[config.mk]
export PLATFORM = sky130hd
export DESIGN_NAME = pipeline_hazard_controller_flat
export DESIGN_NICKNAME = d
export VERILOG_FILES = /design/src/rtl/pipeline_hazard_controller_pkg.sv /design/src/rtl/pipeline_hazard_controller_if.sv /design/src/rtl/pipeline_hazard_controller_counter.sv /design/src/rtl/pipeline_hazard_controller.sv /design/src/flat_wrapper.sv
export SDC_FILE = /design/constraint.sdc
export NUM_CORES = 1
export LEC_CHECK = 0
export CAP_MARGIN = 20
export CORE_MARGIN = 1
export CORE_UTILIZATION = 42
export CTS_BUF_LIST = sky130_fd_sc_hd__clkbuf_16
export CTS_CLUSTER_DIAMETER = 100
export DETAILED_ROUTE_END_ITERATION = 10
export GPL_ROUTABILITY_DRIVEN = 0
export HOLD_SLACK_MARGIN = 0.05
export PLACE_DENSITY = 0.81
export SLEW_MARGIN = 20
export SYNTH_ARGS = -nofsm -noshare
export SYNTH_HDL_FRONTEND = slang
export SYNTH_SLANG_ARGS = --single-unit
[constraint.sdc]
create_clock -name clk -period 2.7 [get_ports clk]
set_input_delay 0.27 -clock clk [delete_from_list [all_inputs] [get_ports clk]]
set_output_delay 0.27 -clock clk [all_outputs]
set_load 0.02 [all_outputs]
[src/rtl/pipeline_hazard_controller_pkg.sv]
// Shared pipeline definitions: opcodes, instruction field positions, hazard FSM
// state and the source-register usage decode also used by the forwarding unit.
package pipeline_pkg;

    localparam logic [6:0] LOAD   = 7'b0000011;
    localparam logic [6:0] STORE  = 7'b0100011;
    localparam logic [6:0] OP     = 7'b0110011;
    localparam logic [6:0] BRANCH = 7'b1100011;
    localparam logic [6:0] LUI    = 7'b0110111;
    localparam logic [6:0] AUIPC  = 7'b0010111;
    localparam logic [6:0] JAL    = 7'b1101111;

    localparam int OPCODE_LSB = 0;
    localparam int OPCODE_MSB = 6;
    localparam int RD_LSB     = 7;
    localparam int RD_MSB     = 11;
    localparam int RS1_LSB    = 15;
    localparam int RS1_MSB    = 19;
    localparam int RS2_LSB    = 20;
    localparam int RS2_MSB    = 24;

    typedef enum logic [1:0] {
        ST_RUN      = 2'd0,
        ST_LU_STALL = 2'd1,
        ST_MDU_WAIT = 2'd2
    } hz_state_t;

    typedef struct packed {
        logic rs1;
        logic rs2;
    } src_use_t;

    // Which source register fields carry a real operand for this opcode.
    function automatic src_use_t decode_src_use(input logic [6:0] opcode);
        src_use_t u;
        u.rs1 = !(opcode == LUI || opcode == AUIPC || opcode == JAL);
        u.rs2 = (opcode == OP || opcode == STORE || opcode == BRANCH);
        return u;
    endfunction

endpackage

[src/rtl/pipeline_hazard_controller_if.sv]
// Bundle between the pipeline datapath and the hazard controller.
// The datapath drives instructions/status every cycle; the controller answers
// combinationally in the same cycle (no valid/ready handshake, always valid).
interface pipeline_hazard_controller_if #(
    parameter int CNT_W = 16
);
    import pipeline_pkg::*;

    logic [31:0]      instruction_in_decode;
    logic [31:0]      instruction_in_execution;
    logic             branch_taken_ex;
    logic             mdu_busy;
    logic             pc_write_enable;
    logic             if_id_write_enable;
    logic             if_id_flush;
    logic             id_ex_write_enable;
    logic             id_ex_bubble;
    logic             ex_mem_bubble;
    logic             mdu_timeout_error;
    logic [CNT_W-1:0] stall_cycles;
    logic [CNT_W-1:0] flush_events;
    hz_state_t        dbg_state;

    modport master (
        output instruction_in_decode, instruction_in_execution, branch_taken_ex, mdu_busy,
        input  pc_write_enable, if_id_write_enable, if_id_flush, id_ex_write_enable,
        input  id_ex_bubble, ex_mem_bubble, mdu_timeout_error, stall_cycles, flush_events,
        input  dbg_state
    );

    modport slave (
        input  instruction_in_decode, instruction_in_execution, branch_taken_ex, mdu_busy,
        output pc_write_enable, if_id_write_enable, if_id_flush, id_ex_write_enable,
        output id_ex_bubble, ex_mem_bubble, mdu_timeout_error, stall_cycles, flush_events,
        output dbg_state
    );

endinterface

[src/rtl/pipeline_hazard_controller_counter.sv]
// Up counter that sticks at all-ones instead of wrapping.
module saturating_counter #(
    parameter int WIDTH = 16
) (
    input  logic             clk,
    input  logic             rst,
    input  logic             clear_i,
    input  logic             inc_i,
    output logic [WIDTH-1:0] count_o
);

    logic [WIDTH-1:0] count_q;

    always_ff @(posedge clk or posedge rst) begin
        if (rst) begin
            count_q <= '0;
        end else if (clear_i) begin
            count_q <= '0;
        end else if (inc_i && (count_q != '1)) begin
            count_q <= count_q + WIDTH'(1);
        end
    end

    assign count_o = count_q;

endmodule

[src/rtl/pipeline_hazard_controller.sv]
// Load-use / multi-cycle-unit / taken-branch sequencing for the 5-stage pipeline.
// Control outputs are Mealy: decided from the current state and this cycle's inputs.
module pipeline_hazard_controller #(
    parameter int LU_STALL_CYCLES = 1,
    parameter int MDU_TIMEOUT     = 64,
    parameter int CNT_W           = 16
) (
    input  logic                         clk,
    input  logic                         reset,
    pipeline_hazard_controller_if.slave  bus
);
    import pipeline_pkg::*;

    localparam logic [2:0] LU_RELOAD = 3'(LU_STALL_CYCLES - 1);
    localparam logic [7:0] WD_LIMIT  = 8'(MDU_TIMEOUT);
    localparam bit         LU_MULTI  = (LU_STALL_CYCLES > 1);

    logic [6:0] opc_d;
    logic [6:0] opc_ex;
    logic [4:0] rd_ex;
    logic [4:0] rs1_d;
    logic [4:0] rs2_d;
    src_use_t   use_d;
    logic       lu_hit;
    logic       unused_instr_bits;

    assign opc_d  = bus.instruction_in_decode[OPCODE_MSB:OPCODE_LSB];
    assign rs1_d  = bus.instruction_in_decode[RS1_MSB:RS1_LSB];
    assign rs2_d  = bus.instruction_in_decode[RS2_MSB:RS2_LSB];
    assign opc_ex = bus.instruction_in_execution[OPCODE_MSB:OPCODE_LSB];
    assign rd_ex  = bus.instruction_in_execution[RD_MSB:RD_LSB];
    assign use_d  = decode_src_use(opc_d);

    assign unused_instr_bits = ^{bus.instruction_in_decode[31:25],
                                 bus.instruction_in_decode[14:7],
                                 bus.instruction_in_execution[31:12]};

    assign lu_hit = (opc_ex == LOAD) && (rd_ex != 5'd0) &&
                    ((use_d.rs1 && (rs1_d == rd_ex)) || (use_d.rs2 && (rs2_d == rd_ex)));

    hz_state_t  state_q, state_d;
    logic [2:0] lu_cnt_q, lu_cnt_d;
    logic [7:0] wd_q, wd_d;
    logic [7:0] wd_inc;
    logic       err_q, err_d;
    logic       ign_q, ign_d;

    // Once MDU_WAIT has ended (finished or not), the cycle is judged like RUN.
    logic run_like;
    logic mdu_req;
    logic do_flush;
    logic do_mdu;
    logic do_lu;

    assign wd_inc   = wd_q + 8'd1;
    assign run_like = (state_q == ST_RUN) || ((state_q == ST_MDU_WAIT) && !bus.mdu_busy);
    assign mdu_req  = (state_q == ST_RUN) ? (bus.mdu_busy && !ign_q)
                                          : ((state_q == ST_MDU_WAIT) && bus.mdu_busy);
    assign do_flush = run_like && bus.branch_taken_ex;
    assign do_mdu   = !do_flush && mdu_req;
    assign do_lu    = (state_q == ST_LU_STALL) ||
                      (run_like && !bus.branch_taken_ex && !do_mdu && lu_hit);

    always_ff @(posedge clk or posedge reset) begin
        if (reset) begin
            state_q  <= ST_RUN;
            lu_cnt_q <= '0;
            wd_q     <= '0;
            err_q    <= 1'b0;
            ign_q    <= 1'b0;
        end else begin
            state_q  <= state_d;
            lu_cnt_q <= lu_cnt_d;
            wd_q     <= wd_d;
            err_q    <= err_d;
            ign_q    <= ign_d;
        end
    end

    always_comb begin
        state_d  = state_q;
        lu_cnt_d = lu_cnt_q;
        wd_d     = wd_q;
        err_d    = err_q;
        ign_d    = ign_q;
        if (!bus.mdu_busy) begin
            ign_d = 1'b0;
        end
        case (state_q)
            ST_RUN: begin
                if (do_mdu) begin
                    state_d = ST_MDU_WAIT;
                    wd_d    = 8'd1;
                end else if (do_lu && LU_MULTI) begin
                    state_d  = ST_LU_STALL;
                    lu_cnt_d = LU_RELOAD;
                end
            end
            ST_LU_STALL: begin
                lu_cnt_d = lu_cnt_q - 3'd1;
                if (lu_cnt_q <= 3'd1) begin
                    state_d = ST_RUN;
                end
            end
            ST_MDU_WAIT: begin
                if (bus.mdu_busy) begin
                    wd_d = wd_inc;
                    // Watchdog expiry: give up on the unit and ignore busy until it drops.
                    if (wd_inc >= WD_LIMIT) begin
                        err_d   = 1'b1;
                        ign_d   = 1'b1;
                        wd_d    = '0;
                        state_d = ST_RUN;
                    end
                end else begin
                    wd_d    = '0;
                    state_d = ST_RUN;
                    if (do_lu && LU_MULTI) begin
                        state_d  = ST_LU_STALL;
                        lu_cnt_d = LU_RELOAD;
                    end
                end
            end
            default: state_d = ST_RUN;
        endcase
    end

    logic pc_we, if_id_we, if_id_fl, id_ex_we, id_ex_bub, ex_mem_bub;

    always_comb begin
        pc_we      = 1'b1;
        if_id_we   = 1'b1;
        if_id_fl   = 1'b0;
        id_ex_we   = 1'b1;
        id_ex_bub  = 1'b0;
        ex_mem_bub = 1'b0;
        if (reset) begin
            pc_we    = 1'b0;
            if_id_we = 1'b0;
            id_ex_we = 1'b0;
        end else if (do_flush) begin
            if_id_fl  = 1'b1;
            id_ex_bub = 1'b1;
        end else if (do_mdu) begin
            pc_we      = 1'b0;
            if_id_we   = 1'b0;
            id_ex_we   = 1'b0;
            ex_mem_bub = 1'b1;
        end else if (do_lu) begin
            pc_we     = 1'b0;
            if_id_we  = 1'b0;
            id_ex_bub = 1'b1;
        end
    end

    logic             stall_inc;
    logic             flush_inc;
    logic [CNT_W-1:0] stall_cnt;
    logic [CNT_W-1:0] flush_cnt;

    assign stall_inc = !reset && (do_mdu || do_lu);
    assign flush_inc = !reset && do_flush;

    saturating_counter #(.WIDTH(CNT_W)) u_stall_cnt (
        .clk     (clk),
        .rst     (reset),
        .clear_i (1'b0),
        .inc_i   (stall_inc),
        .count_o (stall_cnt)
    );

    saturating_counter #(.WIDTH(CNT_W)) u_flush_cnt (
        .clk     (clk),
        .rst     (reset),
        .clear_i (1'b0),
        .inc_i   (flush_inc),
        .count_o (flush_cnt)
    );

    assign bus.pc_write_enable    = pc_we;
    assign bus.if_id_write_enable = if_id_we;
    assign bus.if_id_flush        = if_id_fl;
    assign bus.id_ex_write_enable = id_ex_we;
    assign bus.id_ex_bubble       = id_ex_bub;
    assign bus.ex_mem_bubble      = ex_mem_bub;
    assign bus.mdu_timeout_error  = err_q;
    assign bus.stall_cycles       = stall_cnt;
    assign bus.flush_events       = flush_cnt;
    assign bus.dbg_state          = state_q;

endmodule

[src/flat_wrapper.sv]
// flat-port wrapper written by rule: the top's interface ports become plain ports
module pipeline_hazard_controller_flat import pipeline_pkg::*;
#(
    parameter int LU_STALL_CYCLES = 1,
    parameter int MDU_TIMEOUT     = 64,
    parameter int CNT_W           = 16
)
  (clk, reset, bus_instruction_in_decode, bus_instruction_in_execution, bus_branch_taken_ex, bus_mdu_busy, bus_pc_write_enable, bus_if_id_write_enable, bus_if_id_flush, bus_id_ex_write_enable, bus_id_ex_bubble, bus_ex_mem_bubble, bus_mdu_timeout_error, bus_stall_cycles, bus_flush_events, bus_dbg_state);
  pipeline_hazard_controller_if #(.CNT_W(CNT_W)) bus_i ();
  input  logic clk;
  input  logic reset;
  input wire logic [$bits(bus_i.instruction_in_decode)-1:0] bus_instruction_in_decode;
  input wire logic [$bits(bus_i.instruction_in_execution)-1:0] bus_instruction_in_execution;
  input wire logic [$bits(bus_i.branch_taken_ex)-1:0] bus_branch_taken_ex;
  input wire logic [$bits(bus_i.mdu_busy)-1:0] bus_mdu_busy;
  output wire logic [$bits(bus_i.pc_write_enable)-1:0] bus_pc_write_enable;
  output wire logic [$bits(bus_i.if_id_write_enable)-1:0] bus_if_id_write_enable;
  output wire logic [$bits(bus_i.if_id_flush)-1:0] bus_if_id_flush;
  output wire logic [$bits(bus_i.id_ex_write_enable)-1:0] bus_id_ex_write_enable;
  output wire logic [$bits(bus_i.id_ex_bubble)-1:0] bus_id_ex_bubble;
  output wire logic [$bits(bus_i.ex_mem_bubble)-1:0] bus_ex_mem_bubble;
  output wire logic [$bits(bus_i.mdu_timeout_error)-1:0] bus_mdu_timeout_error;
  output wire logic [$bits(bus_i.stall_cycles)-1:0] bus_stall_cycles;
  output wire logic [$bits(bus_i.flush_events)-1:0] bus_flush_events;
  output wire logic [$bits(bus_i.dbg_state)-1:0] bus_dbg_state;
  assign bus_i.instruction_in_decode = bus_instruction_in_decode;
  assign bus_i.instruction_in_execution = bus_instruction_in_execution;
  assign bus_i.branch_taken_ex = bus_branch_taken_ex;
  assign bus_i.mdu_busy = bus_mdu_busy;
  assign bus_pc_write_enable = bus_i.pc_write_enable;
  assign bus_if_id_write_enable = bus_i.if_id_write_enable;
  assign bus_if_id_flush = bus_i.if_id_flush;
  assign bus_id_ex_write_enable = bus_i.id_ex_write_enable;
  assign bus_id_ex_bubble = bus_i.id_ex_bubble;
  assign bus_ex_mem_bubble = bus_i.ex_mem_bubble;
  assign bus_mdu_timeout_error = bus_i.mdu_timeout_error;
  assign bus_stall_cycles = bus_i.stall_cycles;
  assign bus_flush_events = bus_i.flush_events;
  assign bus_dbg_state = bus_i.dbg_state;
  pipeline_hazard_controller #(.LU_STALL_CYCLES(LU_STALL_CYCLES), .MDU_TIMEOUT(MDU_TIMEOUT), .CNT_W(CNT_W)) u_core (.clk(clk), .reset(reset), .bus(bus_i));
endmodule
==> results of run 1 <==
cell families after synthesis:
kind of cell | count (synthesis) | synth area share
xor+xnor | 37 | 0.1340
fa+ha+maj | 3 | 0.01552
simple gates | 111 | 0.2628
other cells | 1 | 0.001551
compound gates | 29 | 0.09209
flops | 43 | 0.4449
buf+inv | 15 | 0.02948
mux | 4 | 0.01966
stage by stage:
stage / cells / utilization / setup WS (ns)
after floorplan: 243 / - / 0.09742
after global placement: 392 / 0.5917 / -0.09606
after detailed placement: 392 / 0.5917 / -0.1076
after CTS: 400 / 0.6165 / 0.1606
after global routing: 400 / 0.6165 / 0.07288
final: 400 / 0.6165 / 0.1779
final cells by class:
| class | count | area [um2] | area share |
|---|---|---|---|
| multi-input combinational | 185 | 1271 | 0.3722 |
| clock buffer | 5 | 125.1 | 0.03663 |
| inverter | 9 | 37.54 | 0.01099 |
| clock inverter | 3 | 16.27 | 0.004762 |
| sequential | 43 | 1076 | 0.3150 |
| timing repair buffer | 83 | 799.5 | 0.2341 |
| tap | 72 | 90.09 | 0.02637 |
worst max-delay path: stages:
cell and delay [ns]:
clkdlybuf4s50_1 0.40, or4_1 0.53, a211oi_2 0.19, a21boi_4 0.20, nor2b_1 0.19, a21o_1 0.13, dlygate4sd2_1 0.33
worst paths after layout:
kind	to	slack (ns)	cells past startpoint
max in group asynchronous	u_core.u_stall_cnt.count_o[0]$_DFFE_PP0P_	1.74	4
min reg2reg	u_core.bus.mdu_timeout_error$_DFFE_PP0P_	0.47	1
max reg2reg	u_core.wd_q[3]$_DFFE_PP0P_	0.60	7
min in group clk	u_core.bus.mdu_timeout_error$_DFFE_PP0P_	0.47	1
max	bus_id_ex_bubble	0.18	7
min	u_core.u_flush_cnt.count_o[1]$_DFFE_PP0P_	0.28	2
placed cells by master (no fill, tap or decap), types with 2 or more instances in the layout:
cell type	instances
a21o_1	4
nand4_1	8
and4_1	4
nor2_1	21
nor2b_1	2
o21a_1	2
and3_1	7
xnor2_1	11
nand2_1	18
clkinvlp_4	2
o21ai_0	10
nand2b_1	2
nor4_2	7
nor4b_1	2
nor3_1	11
xor2_1	26
mux2_2	2
dlygate4sd2_1	3
nor4_1	4
nand3_1	16
a31oi_1	2
inv_1	9
clkbuf_16	5
ha_1	3
clkdlybuf4s50_1	69
buf_4	11
nor3b_1	2
dfrtp_1	43
sequential cells by signal, summed over array words and instances, names as in the netlist:
signal,count
u_core.bus.dbg_state,1
u_core.wd_q,8
u_core.bus.mdu_timeout_error,1
u_core.ign_q,1
u_core.u_stall_cnt.count_o,16
u_core.u_flush_cnt.count_o,16
routing by layer:
layer,up-vias,wire [um],track usage
met1,1016,2356,0.2356
met2,74,2417,0.3071
met4,0,85,0.07170
met5,-,0,0
li1,1028,-,-
met3,9,329,0.04353
where the power goes:
part           total (mW)  switching [mW]  internal, mW  leakage, nW
sequential          0.867           0.128         0.739        0.562
clock               0.575           0.238         0.337       0.0710
combinational       0.637           0.315         0.322        0.856
total                2.08           0.681          1.40         1.49
==> run metrics, run 1 <==
Root Buffer clkbuf_16; Final ANT Viol Nets 0; Via density 5.318; Clock Sinks 43; Mapped Nets 314; setup_tns 0 ns; arrival time worst endpoint 2.25 ns; most common cell in the synthesized netlist dfrtp_1; CP Capture Type primary output; Design Power 2.079 mW; Final Hold Fails 0; H-tree depth 2; Die X 77.89 um; die height 77.89 um; wire per inst 12.97 um; crit path max fanout 2; Syn Area/Cell 9.953 um2; final worst-path cycle share 0.9341; GRT Util Overall 0.1863; Initial Util 0.4365; EDFF count, synth 0; Seq/Total Area, Yosys 0.4449; I/O Pins 109; type of the most critical hold path primary input to async pin; DRC Markers 0; synth cell count leaders dfrtp_1 (43), xor2_1 (26), nor2_1 (21); nets@finish 398; routed wire length 5189 um; #FFs+latches synth 43; Peak supply drop 389.7 uV; DR iter-0 viols 71; first-pass GRT wire length 8963 um; Port Buffers 72; Main synth FF type dfrtp_1; Max Freq 0.3965 GHz; Syn Std Cell Area 2419 um2; Async SR Flop Fraction 1.000; Mapped Cells 243; minimum clock period 2.522 ns; # hold bufs at CTS 0; WHS 0.2750 ns; share of layout cells above drive strength 1 0.1067; n_diodes 0; synth top area cells dfrtp_1 (44%), xor2_1 (9.4%), xnor2_1 (4.0%); clock latency at the later pin of the worst-skew pair 0.28 ns; total number of vias 2127; CORE AREA 5540 um2; critical path class primary input to primary output; RSZ-0062 raised after global routing false; Reg2Reg Launch Point u_core.wd_q[0]$_DFFE_PP0P_; Worst-path clk slew 0.06 ns; vias in the first global route 2024; CTS Buf Count 5; antenna violations before repair 0; Final HPWL DP 4037 um; element type at the critical path start primary input; Max Cap Viol 0; total congestion overflow 0; leading area contributor after synthesis dfrtp_1; endpoints failing setup 0; drt pass-1 iters 4; post-CTS sizing 3; post-route cell area 3416 um2; Die ar. 6066 um2; Crit path required time 2.43 ns; pwr/cell area 608.6 nW/um2; status finished, final reports clean; CTS tree built; area grow syn2layout 41.23%; Filler cells 493; setup bufs post-CTS 0; num rows 27; Synth cell types 47; CTS Buffer Depth 2; largest net degree at the start of global routing 19; Leak 1.489 nW; Setup crit start bus_instruction_in_execution[3]; Slew Viols, Final 0; Setup Skew 0.005257 ns; Post-DP Area 3278 um2; post-synth top area share 0.4449; Synth Warn # 0
No activity file was read; power rests on OpenSTA's default activity.
==> run 2: changes to the inputs <==
--- a/config.mk
+++ b/config.mk
@@ -6,8 +6,10 @@
 export NUM_CORES = 1
 export LEC_CHECK = 0
 export CAP_MARGIN = 20
+export CELL_PAD_IN_SITES_DETAIL_PLACEMENT = 1
+export CELL_PAD_IN_SITES_GLOBAL_PLACEMENT = 1
 export CORE_MARGIN = 1
-export CORE_UTILIZATION = 42
+export CORE_UTILIZATION = 31
 export CTS_BUF_LIST = sky130_fd_sc_hd__clkbuf_16
 export CTS_CLUSTER_DIAMETER = 100
 export DETAILED_ROUTE_END_ITERATION = 10
==> run 2 against run 1 <==
Clock power increased by 15%. Combinational power increased by 2%. Largest power group unchanged. Non-clock buffer count is 2 lower. Maximum frequency down 1.4%. Clock skew is 0.0012 ns higher. Core utilization shrank 15 points. Sequential power is 0.7% higher. Die area rose by 35%. Sequential share of layout area is 0.44 points lower. Worst hold slack better by 0.18 ns. Count of clock-buffer cells in the layout stayed put.
==> run metrics, run 2 (synthesis gave the netlist of run 1 again) <==
CTS Buf Count 5 (unchanged); wire per inst 14.58 um (was 12.97 um); commonest non-fill, non-tap cell in the layout clkdlybuf4s50_1 (unchanged); antenna violations before repair 0 (unchanged); pwr/cell area 631.5 nW/um2 (was 608.6 nW/um2); Setup WS post-layout 0.1413 ns (was 0.1779 ns); Final HPWL DP 4761 um (was 4037 um); CP Capture Type primary output (unchanged); CTS tree built (unchanged); R2R cell count 7 (unchanged); DR iter-0 viols 83 (was 71); Worst-path clk slew 0.06 ns (about the same); routed wire length 6183 um (was 5189 um); Port Buffers 72 (unchanged); status finished, final reports clean (unchanged); clock latency at the later pin of the worst-skew pair 0.28 ns (about the same); RSZ-0062 raised after global routing false (unchanged); Setup Skew 0.006476 ns (was 0.005257 ns); CTS Buffer Depth 2 (unchanged); Leak 1.494 nW (was 1.489 nW); total number of vias 2140 (was 2127); nets@finish 396 (was 398); dpl ws -0.1811 ns (was -0.1076 ns); area of the multi-input gates 1271 um2 (unchanged); Via density 5.047 (was 5.318); I/O Pins 109 (unchanged); arrival time worst endpoint 2.29 ns (was 2.25 ns); Buf+Inv Stages, Crit Path 2 (unchanged); Die ar. 8160 um2 (was 6066 um2); endpoints failing setup 0 (unchanged); sequential cell area 1076 um2 (unchanged); type of the most critical hold path primary input to async pin (unchanged); n_diodes 0 (unchanged); DRC Markers 0 (unchanged); Design Power 2.188 mW (was 2.079 mW); Peak supply drop 326.8 uV (was 389.7 uV); # hold bufs at CTS 0 (unchanged); num rows 31 (was 27); Max Freq 0.3908 GHz (was 0.3965 GHz); Die X 90.33 um (was 77.89 um); first-pass GRT wire length 11020 um (was 8963 um); most frequent cells in the layout clkdlybuf4s50_1 (69), dfrtp_1 (43), xor2_1 (26) (unchanged); largest net degree at the start of global routing 49 (was 19); area grow syn2layout 43.25% (was 41.23%); Final Hold Fails 0 (unchanged); share of layout cells above drive strength 1 0.09846 (was 0.1067); total congestion overflow 0 (unchanged); Crit path required time 2.43 ns (about the same); minimum clock period 2.559 ns (was 2.522 ns); CORE AREA 7408 um2 (was 5540 um2); crit path max fanout 2 (unchanged); H-tree depth 2 (unchanged); Slew Viols, Final 0 (unchanged); CP max stage delay 0.53 ns (about the same); Max Cap Viol 0 (unchanged); die height 90.33 um (was 77.89 um); final worst-path cycle share 0.9477 (was 0.9341); Clock Sinks 43 (unchanged); crit-path cells clkdlybuf4s50_1 > or4_1 > a211oi_2 > a21boi_4 > nor2b_1 > a21o_1 > dlygate4sd2_1 (unchanged); top cell family by delay on the critical path simple AND/OR/NAND/NOR gates (was buffers and inverters); vias in the first global route 2370 (was 2024); Initial Util 0.3265 (was 0.4365); element type at the critical path start primary input (unchanged); Crit path depth 7 (unchanged); GRT Util Overall 0.1646 (was 0.1863); Final ANT Viol Nets 0 (unchanged); critical path class primary input to primary output (unchanged); CP max-delay cell or4_1 (unchanged); Filler cells 841 (was 493); drt pass-1 iters 4 (unchanged); Root Buffer clkbuf_16 (unchanged)
[run 2: changes by cell type in the layout (fill, tap and decap cells not counted), sizes merged]
cell,delta
bufinv,+1
buf,-2
clkinv,-1
clkinvlp,-1
[run 2: worst paths after layout]
path / slack [ns] / end / start
setup / recovery: 0.14 / bus_id_ex_bubble / bus_instruction_in_execution[3]
hold / removal: 0.46 / u_core.u_flush_cnt.count_o[1]$_DFFE_PP0P_ / reset
setup reg to reg: 0.54 / u_core.wd_q[2]$_DFFE_PP0P_ / u_core.wd_q[0]$_DFFE_PP0P_
hold reg to reg: 0.48 / u_core.bus.mdu_timeout_error$_DFFE_PP0P_ / u_core.bus.mdu_timeout_error$_DFFE_PP0P_
max in group asynchronous: 2.02 / u_core.u_stall_cnt.count_o[7]$_DFFE_PP0P_ / reset
min in group clk: 0.48 / u_core.bus.mdu_timeout_error$_DFFE_PP0P_ / u_core.bus.mdu_timeout_error$_DFFE_PP0P_
[run 2: layout make-up]
| cell class | instances | area share |
|---|---|---|
| sequential | 43 | 0.3106 |
| clock buffer | 5 | 0.03611 |
| clock inverter | 2 | 0.009751 |
| timing repair buffer | 81 | 0.2300 |
| multi-input combinational | 185 | 0.3669 |
| inverter | 9 | 0.01083 |
| tap | 99 | 0.03575 |
[run 2: per-stage QoR]
step | hold slack [ns] | util | instances | setup TNS, ns | cell area [um2]
final | 0.4575 | 0.4677 | 424 | 0 | 3465
after global routing | 0.4843 | 0.4677 | 424 | 0 | 3465
after CTS | 0.4604 | 0.4677 | 424 | 0 | 3465
after detailed placement | 0.4619 | 0.4467 | 417 | -0.3733 | 3309
after global placement | 0.4594 | 0.4467 | 417 | -0.1444 | 3309
after floorplan | 0.4077 | - | 243 | 0 | 2422
[run 2: report_power, final]
group	internal [mW]	total, mW	switching [mW]
Clock	0.428	0.664	0.236
Sequential	0.739	0.873	0.134
Combinational	0.323	0.652	0.328
Total	1.49	2.19	0.698
[run 2: tightest hold or removal path: cells and delay by family]
kind	cells	cell delay (ns)
buffers and inverters	3	0.84
[run 2: routing by layer]
layer	routed length (um)	global-route usage	vias up
met4	19	0.02688	0
met2	3171	0.3022	67
met5	0	0	-
met1	2633	0.1958	1041
met3	359	0.04125	4
li1	-	-	1028
[run 2: what timing repair did]
item                                    4_1_cts  5_1_grt
endpoints found under the setup margin        3        0
buffers inserted                              0        0
endpoints found under the hold margin         0        0
gates resized for setup                       3        0
==> run 3: changes to the inputs <==
--- a/config.mk
+++ b/config.mk
@@ -5,17 +5,17 @@
 export SDC_FILE = /design/constraint.sdc
 export NUM_CORES = 1
 export LEC_CHECK = 0
-export CAP_MARGIN = 20
 export CELL_PAD_IN_SITES_DETAIL_PLACEMENT = 1
 export CELL_PAD_IN_SITES_GLOBAL_PLACEMENT = 1
 export CORE_MARGIN = 1
-export CORE_UTILIZATION = 31
+export CORE_UTILIZATION = 46
 export CTS_BUF_LIST = sky130_fd_sc_hd__clkbuf_16
 export CTS_CLUSTER_DIAMETER = 100
 export DETAILED_ROUTE_END_ITERATION = 10
+export DONT_BUFFER_PORTS = 1
 export GPL_ROUTABILITY_DRIVEN = 0
 export HOLD_SLACK_MARGIN = 0.05
-export PLACE_DENSITY = 0.81
+export PLACE_DENSITY = 0.79
 export SLEW_MARGIN = 20
 export SYNTH_ARGS = -nofsm -noshare
 export SYNTH_HDL_FRONTEND = slang
==> run 3 against run 2 <==
Critical path depth unchanged. Largest cell class unchanged. Worst hold slack got worse by 0.32 ns. Via count decreased by 14%. Worst setup slack improved by 0.29 ns. Die area decreased by 32%. Power decreased by 10%. Sequential cell count unchanged.
==> run metrics, run 3 (synthesis gave the netlist of run 1 again) <==
Die ar. 5552 um2 (was 8160 um2); endpoints failing setup 0 (unchanged); Die X 74.51 um (was 90.33 um); wire per inst 17.63 um (was 14.58 um); Leak 1.196 nW (was 1.494 nW); num rows 26 (was 31); final worst-path cycle share 0.8386 (was 0.9477); share of layout cells above drive strength 1 0.1155 (was 0.09846); Setup Skew 0.005340 ns (was 0.006476 ns); Final Hold Fails 0 (unchanged); Final ANT Viol Nets 0 (unchanged); antenna violations before repair 0 (unchanged); Placed Cells 312 (was 417); setup bufs post-CTS 0 (unchanged); Layout Cells excl Fill 321 (was 424); DRC Markers 0 (unchanged); crit path max fanout 19 (was 2); CTS tree built (unchanged); Root Buffer clkbuf_16 (unchanged); commonest non-fill, non-tap cell in the layout dfrtp_1 (was clkdlybuf4s50_1); Worst-path clk slew 0.06 ns (about the same); slew margin rel. 0.4595; routed wire length 5659 um (was 6183 um); Slew Viols, Final 0 (unchanged); I/O Pins 109 (unchanged); Slew @ Worst Pin 0.8082 ns; Clock Sinks 43 (unchanged); setup_tns 0 ns (unchanged); clock latency at the later pin of the worst-skew pair 0.28 ns (about the same); nets@finish 321 (was 396); CP Capture Type flop (was primary output); arrival time worst endpoint 2.47 ns (was 2.29 ns); drt pass-1 iters 4 (unchanged); element type at the critical path start primary input (unchanged); Port Buffers 0 (was 72); RSZ-0062 raised after global routing false (unchanged); dpl ws 0.2302 ns (was -0.1811 ns); Final HPWL DP 4242 um (was 4761 um); Max Cap Viol 0 (unchanged); CORE AREA 5075 um2 (was 7408 um2); first-pass GRT wire length 9032 um (was 11020 um); vias in the first global route 1874 (was 2370); total number of vias 1846 (was 2140); total congestion overflow 0 (unchanged); GRT Util Overall 0.2184 (was 0.1646); CTS Buf Count 5 (unchanged); die height 74.51 um (was 90.33 um); # hold bufs at CTS 1 (was 0); DR iter-0 viols 113 (was 83); pwr/cell area 731.5 nW/um2 (was 631.5 nW/um2); Via density 5.751 (was 5.047); Crit path required time 2.91 ns (was 2.43 ns); CTS Buffer Depth 2 (unchanged); largest net degree at the start of global routing 20 (was 49); H-tree depth 2 (unchanged); Initial Util 0.4766 (was 0.3265); status finished, final reports clean (unchanged); Filler cells 589 (was 841); critical path class primary input to flop (was primary input to primary output); area grow syn2layout 10.97% (was 43.25%); WHS 0.1338 ns (was 0.4575 ns); minimum clock period 2.264 ns (was 2.559 ns); type of the most critical hold path primary input to flop (was primary input to async pin); Max Freq 0.4416 GHz (was 0.3908 GHz); most frequent cells in the layout dfrtp_1 (43), xor2_1 (26), nor2_1 (21) (was clkdlybuf4s50_1 (69), dfrtp_1 (43), xor2_1 (26)); Setup WS post-layout 0.4357 ns (was 0.1413 ns); post-CTS sizing 0 (was 3); Peak supply drop 340.4 uV (was 326.8 uV); n_diodes 0 (unchanged)
[run 3: changes by cell type in the layout (fill, tap and decap cells not counted)]
cell | before | now
clkdlybuf4s50_1 | 69 | 0
buf_4 | 8 | 5
dlygate4sd2_1 | 3 | 0
buf_12 | 1 | 0
clkinv_1 | 0 | 1
clkinv_2 | 0 | 1
dlygate4sd3_1 | 0 | 1
inv_1 | 9 | 8
[run 3: stage by stage]
step / power (mW) / utilization / instance area [um2]
after CTS: 1.980 / 0.5288 / 2684
after global placement: 1.276 / 0.4946 / 2510
after floorplan: 1.201 / - / 2422
after detailed placement: 1.299 / 0.4946 / 2510
after global routing: 2.061 / 0.5288 / 2684
final: 1.963 / 0.5288 / 2684
[run 3: path summary, 6_finish.rpt]
kind / end / slack, ns / from / depth (start not counted)
setup / recovery: u_core.u_flush_cnt.count_o[15]$_DFFE_PP0P_ / 0.44 / reset / 7
setup reg to reg: u_core.u_stall_cnt.count_o[1]$_DFFE_PP0P_ / 0.45 / u_core.bus.dbg_state[1]$_DFFE_PP0P_ / 5
hold reg to reg: u_core.wd_q[6]$_DFFE_PP0P_ / 0.52 / u_core.wd_q[6]$_DFFE_PP0P_ / 1
max in group asynchronous: u_core.u_stall_cnt.count_o[4]$_DFFE_PP0P_ / 1.69 / reset / 3
min in group asynchronous: u_core.bus.dbg_state[1]$_DFFE_PP0P_ / 0.47 / reset / 2
hold / removal: u_core.ign_q$_DFF_PP0_ / 0.13 / bus_mdu_busy / 1
[run 3: area by class of cell]
type | instances | area [um2] | area share
Timing Repair Buffer | 6 | 47.55 | 0.01772
Tap cell | 70 | 87.58 | 0.03263
Sequential cell | 43 | 1076 | 0.4009
Clock buffer | 5 | 125.1 | 0.04662
Multi-Input combinational cell | 185 | 1271 | 0.4737
Inverter | 9 | 37.54 | 0.01399
Clock inverter | 3 | 38.79 | 0.01445
[run 3: worst max-delay path: stages]
cell,delay (ns)
dlygate4sd3_1,0.58
clkinvlp_4,0.30
and3_1,0.40
and4_1,0.29
nand4_1,0.17
nor3_1,0.29
xor2_1,0.16
[run 3: metal layers]
layer  track usage  wire [um]
met2        0.3644       2815
met4       0.06289         73
met1        0.2742       2512
met3       0.06504        258
met5             0          0
[run 3: report_power, final]
group	total, mW	switching (mW)	internal, mW
combinational	0.311	0.173	0.138
clock	0.675	0.244	0.431
sequential	0.978	0.241	0.736
total	1.96	0.657	1.31
